==> src/rtl/multicycle_alu_datapath.sv <==
// rtl/multicycle_alu_datapath.sv - multi-cycle RV R/I-type ALU datapath with fetch handshake
// FETCH -> DECODE -> EXECUTE -> WRITEBACK per instruction; illegal encodings park in TRAP until rst.
module multicycle_alu_datapath #(
  parameter int unsigned     XLEN     = 32,
  parameter int unsigned     NREGS    = 32,
  parameter logic [XLEN-1:0] RESET_PC = '0,
  parameter int unsigned     PC_STEP  = 4
) (
  input  logic            clk,
  input  logic            rst,
  output logic            instrReq,
  output logic [XLEN-1:0] instrMemAddr,
  input  logic            instrValid,
  input  logic [31:0]     instrCode,
  output logic            retire,
  output logic            illegal,
  input  logic [4:0]      dbgAddr,
  output logic [XLEN-1:0] dbgData
);
  localparam int unsigned RW = $clog2(NREGS);
  localparam int unsigned SW = (XLEN == 64) ? 6 : 5;

  localparam logic [3:0] ALU_ADD = 4'd0, ALU_SUB = 4'd1, ALU_AND = 4'd2, ALU_OR = 4'd3,
                         ALU_SLL = 4'd4, ALU_SRL = 4'd5, ALU_SRA = 4'd6, ALU_SLT = 4'd7,
                         ALU_SLTU = 4'd8, ALU_XOR = 4'd9;

  typedef enum logic [2:0] {S_FETCH, S_DECODE, S_EXECUTE, S_WRITEBACK, S_TRAP} state_t;

  state_t          r_state, w_next;
  logic [XLEN-1:0] r_pc, r_a, r_b, r_y;
  logic [31:0]     r_ir;
  logic [4:0]      r_rd;
  logic [3:0]      r_ctrl;
  logic [XLEN-1:0] r_regs [NREGS];

  logic [6:0]      w_opcode, w_f7;
  logic [2:0]      w_f3;
  logic [4:0]      w_rs1, w_rs2, w_rd;
  logic            w_is_r, w_legal, w_op_ok, w_regs_bad, w_sh_ok;
  logic [3:0]      w_ctrl;
  logic [XLEN-1:0] w_imm, w_rs1_val, w_rs2_val, w_y;
  logic [SW-1:0]   w_shamt;

  assign w_opcode = r_ir[6:0];
  assign w_rd     = r_ir[11:7];
  assign w_f3     = r_ir[14:12];
  assign w_rs1    = r_ir[19:15];
  assign w_rs2    = r_ir[24:20];
  assign w_f7     = r_ir[31:25];
  assign w_imm    = {{(XLEN-12){r_ir[31]}}, r_ir[31:20]};
  // imm[5] is the top shamt bit, only meaningful when XLEN = 64
  assign w_sh_ok  = (XLEN == 64) || !r_ir[25];

  assign w_rs1_val = (w_rs1 == 5'd0 || 32'(w_rs1) >= NREGS) ? '0 : r_regs[w_rs1[RW-1:0]];
  assign w_rs2_val = (w_rs2 == 5'd0 || 32'(w_rs2) >= NREGS) ? '0 : r_regs[w_rs2[RW-1:0]];
  assign dbgData   = (dbgAddr == 5'd0 || 32'(dbgAddr) >= NREGS) ? '0 : r_regs[dbgAddr[RW-1:0]];
  assign instrMemAddr = r_pc;

  assign w_regs_bad = (32'(w_rs1) >= NREGS) || (32'(w_rd) >= NREGS) ||
                      (w_is_r && 32'(w_rs2) >= NREGS);
  assign w_legal    = w_op_ok && !w_regs_bad;

  always_comb begin
    w_is_r  = 1'b0;
    w_op_ok = 1'b0;
    w_ctrl  = ALU_ADD;
    if (w_opcode == 7'b0110011) begin
      w_is_r = 1'b1;
      case (w_f3)
        3'b000: begin
          if (w_f7 == 7'b0000000) begin w_op_ok = 1'b1; w_ctrl = ALU_ADD; end
          else if (w_f7 == 7'b0100000) begin w_op_ok = 1'b1; w_ctrl = ALU_SUB; end
        end
        3'b001: begin w_op_ok = (w_f7 == 7'b0000000); w_ctrl = ALU_SLL;  end
        3'b010: begin w_op_ok = (w_f7 == 7'b0000000); w_ctrl = ALU_SLT;  end
        3'b011: begin w_op_ok = (w_f7 == 7'b0000000); w_ctrl = ALU_SLTU; end
        3'b100: begin w_op_ok = (w_f7 == 7'b0000000); w_ctrl = ALU_XOR;  end
        3'b101: begin
          if (w_f7 == 7'b0000000) begin w_op_ok = 1'b1; w_ctrl = ALU_SRL; end
          else if (w_f7 == 7'b0100000) begin w_op_ok = 1'b1; w_ctrl = ALU_SRA; end
        end
        3'b110: begin w_op_ok = (w_f7 == 7'b0000000); w_ctrl = ALU_OR;  end
        default: begin w_op_ok = (w_f7 == 7'b0000000); w_ctrl = ALU_AND; end
      endcase
    end else if (w_opcode == 7'b0010011) begin
      case (w_f3)
        3'b000: begin w_op_ok = 1'b1; w_ctrl = ALU_ADD;  end
        3'b010: begin w_op_ok = 1'b1; w_ctrl = ALU_SLT;  end
        3'b011: begin w_op_ok = 1'b1; w_ctrl = ALU_SLTU; end
        3'b100: begin w_op_ok = 1'b1; w_ctrl = ALU_XOR;  end
        3'b110: begin w_op_ok = 1'b1; w_ctrl = ALU_OR;   end
        3'b111: begin w_op_ok = 1'b1; w_ctrl = ALU_AND;  end
        3'b001: begin w_op_ok = (r_ir[31:26] == 6'b000000) && w_sh_ok; w_ctrl = ALU_SLL; end
        default: begin
          if (r_ir[31:26] == 6'b000000) begin w_op_ok = w_sh_ok; w_ctrl = ALU_SRL; end
          else if (r_ir[31:26] == 6'b010000) begin w_op_ok = w_sh_ok; w_ctrl = ALU_SRA; end
        end
      endcase
    end
  end

  assign w_shamt = r_b[SW-1:0];

  always_comb begin
    w_y = r_a + r_b;
    case (r_ctrl)
      ALU_SUB:  w_y = r_a - r_b;
      ALU_AND:  w_y = r_a & r_b;
      ALU_OR:   w_y = r_a | r_b;
      ALU_SLL:  w_y = r_a << w_shamt;
      ALU_SRL:  w_y = r_a >> w_shamt;
      ALU_SRA:  w_y = $unsigned($signed(r_a) >>> w_shamt);
      ALU_SLT:  w_y = {{(XLEN-1){1'b0}}, ($signed(r_a) < $signed(r_b))};
      ALU_SLTU: w_y = {{(XLEN-1){1'b0}}, (r_a < r_b)};
      ALU_XOR:  w_y = r_a ^ r_b;
      default:  w_y = r_a + r_b;
    endcase
  end

  always_ff @(posedge clk) begin
    if (rst) r_state <= S_FETCH;
    else     r_state <= w_next;
  end

  always_comb begin
    w_next   = r_state;
    instrReq = 1'b0;
    retire   = 1'b0;
    illegal  = 1'b0;
    case (r_state)
      S_FETCH: begin
        instrReq = 1'b1;
        if (instrValid) w_next = S_DECODE;
      end
      S_DECODE:    w_next = w_legal ? S_EXECUTE : S_TRAP;
      S_EXECUTE:   w_next = S_WRITEBACK;
      S_WRITEBACK: begin retire = 1'b1; w_next = S_FETCH; end
      S_TRAP:      illegal = 1'b1;
      default:     w_next = S_FETCH;
    endcase
    if (rst) begin
      instrReq = 1'b0;
      retire   = 1'b0;
      illegal  = 1'b0;
    end
  end

  always_ff @(posedge clk) begin
    if (rst) begin
      r_pc   <= RESET_PC;
      r_ir   <= '0;
      r_a    <= '0;
      r_b    <= '0;
      r_y    <= '0;
      r_rd   <= '0;
      r_ctrl <= ALU_ADD;
      for (int i = 0; i < NREGS; i++) r_regs[i] <= '0;
    end else begin
      case (r_state)
        S_FETCH: if (instrValid) r_ir <= instrCode;
        S_DECODE: if (w_legal) begin
          r_a    <= w_rs1_val;
          r_b    <= w_is_r ? w_rs2_val : w_imm;
          r_rd   <= w_rd;
          r_ctrl <= w_ctrl;
        end
        S_EXECUTE: r_y <= w_y;
        S_WRITEBACK: begin
          if (r_rd != 5'd0) r_regs[r_rd[RW-1:0]] <= r_y;
          r_pc <= r_pc + XLEN'(PC_STEP);
        end
        default: ;
      endcase
    end
  end
endmodule

==> config.mk <==
export PLATFORM = sky130hd
export DESIGN_NAME = multicycle_alu_datapath
export DESIGN_NICKNAME = d
export VERILOG_FILES = /design/src/rtl/multicycle_alu_datapath.sv
export SDC_FILE = /design/constraint.sdc
export NUM_CORES = 2
export LEC_CHECK = 0
export CORE_MARGIN = 2
export CORE_UTILIZATION = 60
export DETAILED_ROUTE_END_ITERATION = 7
export GPL_ROUTABILITY_DRIVEN = 0
export HOLD_SLACK_MARGIN = 0.02
export PLACE_DENSITY = 0.77
export RECOVER_POWER = 25
export SLEW_MARGIN = 15
export SYNTH_ARGS = -nofsm -noshare
export SYNTH_HDL_FRONTEND = slang
export SYNTH_SLANG_ARGS = --single-unit
export TNS_END_PERCENT = 100
==> constraint.sdc <==
create_clock -name clk -period 4.7 [get_ports clk]
set_input_delay 0.94 -clock clk [delete_from_list [all_inputs] [get_ports clk]]
set_output_delay 0.94 -clock clk [all_outputs]
set_load 0.005 [all_outputs]
== Word level (Yosys, flattened, before mapping) ==
Memory sizes are Yosys's and may differ from the RTL's. A register that Yosys moved wholly into a read port is not among the register bits.
Cells that the tools add are included.
W data, S select, Z words.
Word-level totals
  register bits: 172
  bits in writable memories: 1024
  bits of input ports: 40
  output and inout bits: 67
  memories: 1
Cells by class
  add/sub/neg operators: 3
  $lt $le $gt $ge: 2
  eq/ne operators: 25
  shift-type cells: 3
  muxes and demuxes: 46
  bitwise gates (word level): 4
  reduce and logical (&&, ||, !) cells: 16
Memory list
  r_regs: words 32, bits a word 32, rd ports 3, clocked after memory_dff 2, write ports 32, line 34  | logic [XLEN-1:0] r_regs [NREGS];
Operators by type and width (number)
  $pmux W32 S9: 1
  $mux W32: 5
  $lt A32 B32 Y1: 2
  $pmux W4 S7: 2
  $add A32 B3 Y32 const B: 1
  $add A32 B32 Y32: 1
  $and A32 B32 Y32: 1
  $or A32 B32 Y32: 1
  $reduce_or A32 Y1: 1
  $shl A32 B5 Y32: 1
  $shr A32 B5 Y32: 1
  $sshr A32 B5 Y32: 1
  $sub A32 B32 Y32: 1
  $xor A32 B32 Y32: 1
  $mux W5: 5
  $mux W1: 23
  $mux W3: 6
  $eq A4 B3 Y1 const B: 4
  $eq A3 B3 Y1 const B: 5
  $logic_not A5 Y1: 3
  $eq A7 B6 Y1 const B: 2
  $eq A3 B2 Y1 const B: 4
  $pmux W3 S4: 1
  $eq A4 B2 Y1 const B: 2
  other kinds (18): 24

== Logic depth before layout (Yosys ltp) ==
  depth in word-level cells: 8
  depth in mapped cells: 15
  gate-level depth less buffers: 13

== Least setup slack after synthesis ==
No wires, ideal clock.
  path type: input -> output
  start point: in dbgAddr[0]
  end point: out dbgData[10]
  data arrival time: 3110 ps
  required time: 3760 ps
  setup slack: 650 ps
  stages: 7
  buffers on the path: 3
  cell sequence: clkbuf_1 -> buf_2 -> buf_1 -> mux4_2 -> mux4_2 -> mux2i_1 -> nor2_1
Between the ends
  word-level cells in the longest chain between the ends: 2
  elaborated cells on any way between the ends: 3
  those cells by class: 1 x mux; 1 x reduce/logical; 1 x memory
Ends and longest elaborated chain
  from (decl): line 17  | input logic [4:0] dbgAddr,
  $mem_v2 Z32 W32 or $logic_not A5 Y1 (tied branches)
  $mux W32 (*): line 56  | assign dbgData = (dbgAddr == 5'd0 || 32'(dbgAddr) >= NREGS) ? '0 : r_regs[dbgAddr[RW-1:0]];
  to (decl): line 18  | output logic [XLEN-1:0] dbgData
Mark *: on every way between the ends. The rest lies on a longest branch, timed or not.

== Worst setup path in the final report ==
  start point: in dbgAddr[0]
  end point: out dbgData[15]
The elaborated chain is that of the path after synthesis.

==> metrics.cfg <==
[cts]
root_buffer=clkbuf_16
clkLatencyLatePin_ns=0.81
htreeDepth=4
cts_hold_buf=0
cts_tree=yes
cts.clk_slew.worst_paths_ns=0.05
cts.sinks=1204
clk_path_buf_depth=3
cts_buffers=133

[power]
leakage_nw=29.01
p_int_mw=19.53
pwr-share-clk_pct=39.7
power_switching_mw=6.645
pwr-share-comb_pct=13.3
p_seq_share_pct=47.0
p_sw_share_pct=25.39
fin_total_pwr_mw=26.17
power_density_mw_per_mm2=307.3
peakVddDrop_mv=0.3392

[setup_path]
crit_type=input port to output pin
path_max_fanout=39
worst_setup_path_end_kind=output pin
crit_chain=buf_8, buf_16, mux4_2, mux4_2, mux2i_1, buf_4, nor2_1, clkdlybuf4s50_1
path_buf_inv=4
cp-start-kind=input port
slowest_stage=mux4_2
cp_common_cell=mux4_2
crit_required_ns=3.76
cpLargestDelayFamily=multiplexers
arrival_ns=3.68
slowest_delay_ns=0.56

[sta]
finalSetupTns_ns=0
fmax_mhz=216.7
post-route-period-util_pct=98.21
setup_viol=0
period_needed_ns=4.616
worst_pin_slew_ns=2.881
final_max_slew_viol_count=401
hold_ws_ns=0.4568
final-hold-violation-count=0
rsz0062_at_grt=false
finClkSkew_ns=0.03211
slew-limit-headroom_pct=-92.06

[synthesis]
syn_area_per_cell_sq_um=13.72
synthArstFlopShare_pct=0
synth_warnings=0
synth_top_cell_by_area=edfxtp_1
post_synth_num_cell_types=105
ys_top_cells_by_area=edfxtp_1, mux4_2, and2_1
synth-seq-cells=1204
synth-edff-count=1024
yosys_most_used_dff=edfxtp_1
netlist_area_sq_mm=0.07736
synth_top_area_share_pct=39.75
yosysSeqAreaShare_pct=44.41
synthCells=5639

[drt]
routed_wl_mm=274.1
ant_nets=0
via_per_inst=7.863
routedWlPerCell_um=37.36
vias=57680
drt_iter0_drc=11110
drcViolationCount=15
drtPass1Iterations=8

[grt]
grt-ovfl-total=0
grt_max_degree=99
grt_pass1_vias=55580
grt_most_used_layer=met2
antenna_found_initial=37
grtUsageMet3_pct=17.34
grt_use_met1_pct=52.29
grt_pass1_wl_mm=391.9
grt_use_total_pct=41.87
grt_use_met2_pct=59.45

[die]
die_y_um=363.1
die_area_sq_mm=0.1318
start_util_pct=60.59
row_count=131
core_sq_mm=0.1277
num_io_pins=107
die_x_um=363.1

[layout]
nets=5689
fillerInstances=8583
drive_above_1_share_pct=28.79
regArea_sq_mm=0.03439
syn2layout_area_growth_pct=10.10
stdcell_area_sq_mm=0.08517
multiInputGateArea_sq_mm=0.04060

[placement]
place_hpwl_mm=168.7
port-buffer-count=104
placed_area_sq_mm=0.08096

[run_status]
violations=DRC, capacitance limit, slew limit
status=finished, violations left

[job]
cap_violations=12

[worst_hold_path]
hold_path_class=flip-flop to flip-flop

final timing paths:
check	startpoint	endpoint	slack [ns]	depth (start not counted)
worst max register to register	r_state[0]	r_regs[24][9]	0.19	8
worst min register to register	r_ir[6]	r_ir[6]	0.46	2
worst max-delay path	dbgAddr[0]	dbgData[15]	0.08	8
worst min-delay path	r_ir[6]	r_ir[6]	0.46	2
sequential cells by signal (all words and copies together) (netlist names), named ones only:
register and cells:
r_rd 5, r_state 3, r_a 32, instrMemAddr 30
r_y 32, r_regs 1024, r_ctrl 4, r_ir 32
r_b 32
worst min-delay path: cells and delay by family (launching register included):
family	cells	cell delay, ns
AO/OA/AOI/OAI	1	0.05
flip-flops	1	0.30
AND/OR/NAND/NOR	1	0.05
cells in the final DEF (no fill, tap or decap), types with 15 or more instances in the layout:
cell             count
a211oi_1            72
a21oi_1            193
a221oi_1            27
a22oi_1             42
and2_0              64
and2_1             934
and3_1              17
buf_12              57
buf_4              147
clkbuf_1            27
clkbuf_16          136
clkbuf_2            18
clkdlybuf4s50_1     68
clkinv_1            16
clkinv_2            24
conb_1              34
dfxtp_1            165
diode_2             26
dlygate4sd3_1       30
edfxtp_1          1024
ha_1                98
inv_1              100
mux2_2              84
mux2i_1             83
mux4_2            1000
nand2_1            230
nand3_1             35
nor2_1             279
nor2_4              32
nor2b_1             16
nor3_1              40
o211ai_1            19
o21ai_0             98
o21bai_1            18
o22ai_1             15
or2_2               31
xnor2_1             18
xor2_1              21
area by class of cell:
type                    instances  share of cell area (%)
multi-input cells            3776                   47.66
flip-flops and latches       1204                   40.38
clock buffers                 164                   4.182
repair buffers                331                   4.027
well taps                    1662                   2.442
clock inverters                70                  0.7713
inverters                     103                  0.4539
diodes                         26                 0.07639
per-layer routing:
metal / routed length [um] / share of wire, % / vias up
li1: - / - / 21830
met1: 84730 / 31 / 28300
met2: 117500 / 43 / 6051
met3: 48620 / 18 / 1474
met4: 23030 / 8.4 / 24
met5: 150 / 0.055 / -
cells in the mapped netlist, drive strengths merged, types with 15 or more instances:
cell / n
edfxtp: 1024
mux4: 1000
and2: 999
clkbuf: 414
nor2: 311
nand2: 232
a21oi: 197
dfxtp: 180
buf: 175
inv: 102
o21ai: 102
ha: 98
mux2: 85
mux2i: 85
a211oi: 73
a22oi: 42
nor3: 40
or2: 37
nand3: 35
a221oi: 27
xor2: 21
o211ai: 19
o21bai: 18
xnor2: 18
and3: 17
nor2b: 17
a2111oi: 15
a21o: 15
o22ai: 15
per-stage QoR:
step / std cells / util, % / setup slack (ns)
floorplan: 5672 / - / 0.6499
global placement: 7075 / 63.41 / -0.1504
detailed placement: 7075 / 63.41 / -0.1529
CTS: 7309 / 66.73 / 0.08376
global route: 7316 / 66.66 / 0.02399
finish: 7336 / 66.70 / 0.08429
logic make-up (layout without fill, tap and decap cells):
family,Yosys count,count (layout),share of synthesized area [%]
muxes,1170,1170,31.47
and+or+nand+nor,1770,1770,12.57
buffers and inverters,692,668,3.628
other,1,60,0.004848
AOI/OAI and AO/OA,663,663,5.841
adders and majority gates,100,100,1.637
xor gates and xnor gates,39,39,0.4416
DFF,1204,1204,44.41
power by group through the flow:
stage	Sequential (mW)	Clock (mW)	Combinational (mW)
2_1_floorplan	12.3	0	2.23
3_3_place_gp	12.5	0	3.33
3_5_place_dp	12.5	0	3.36
4_1_cts	12.3	10.4	3.39
5_1_grt	12.3	10.8	3.53
6_report	12.3	10.4	3.49
repair_timing:
action                                  4_1_cts  5_1_grt
buffers inserted                              0        0
resized for setup                             3        0
endpoints found under the setup margin        1        0
No activity file was read; power rests on OpenSTA's default activity.
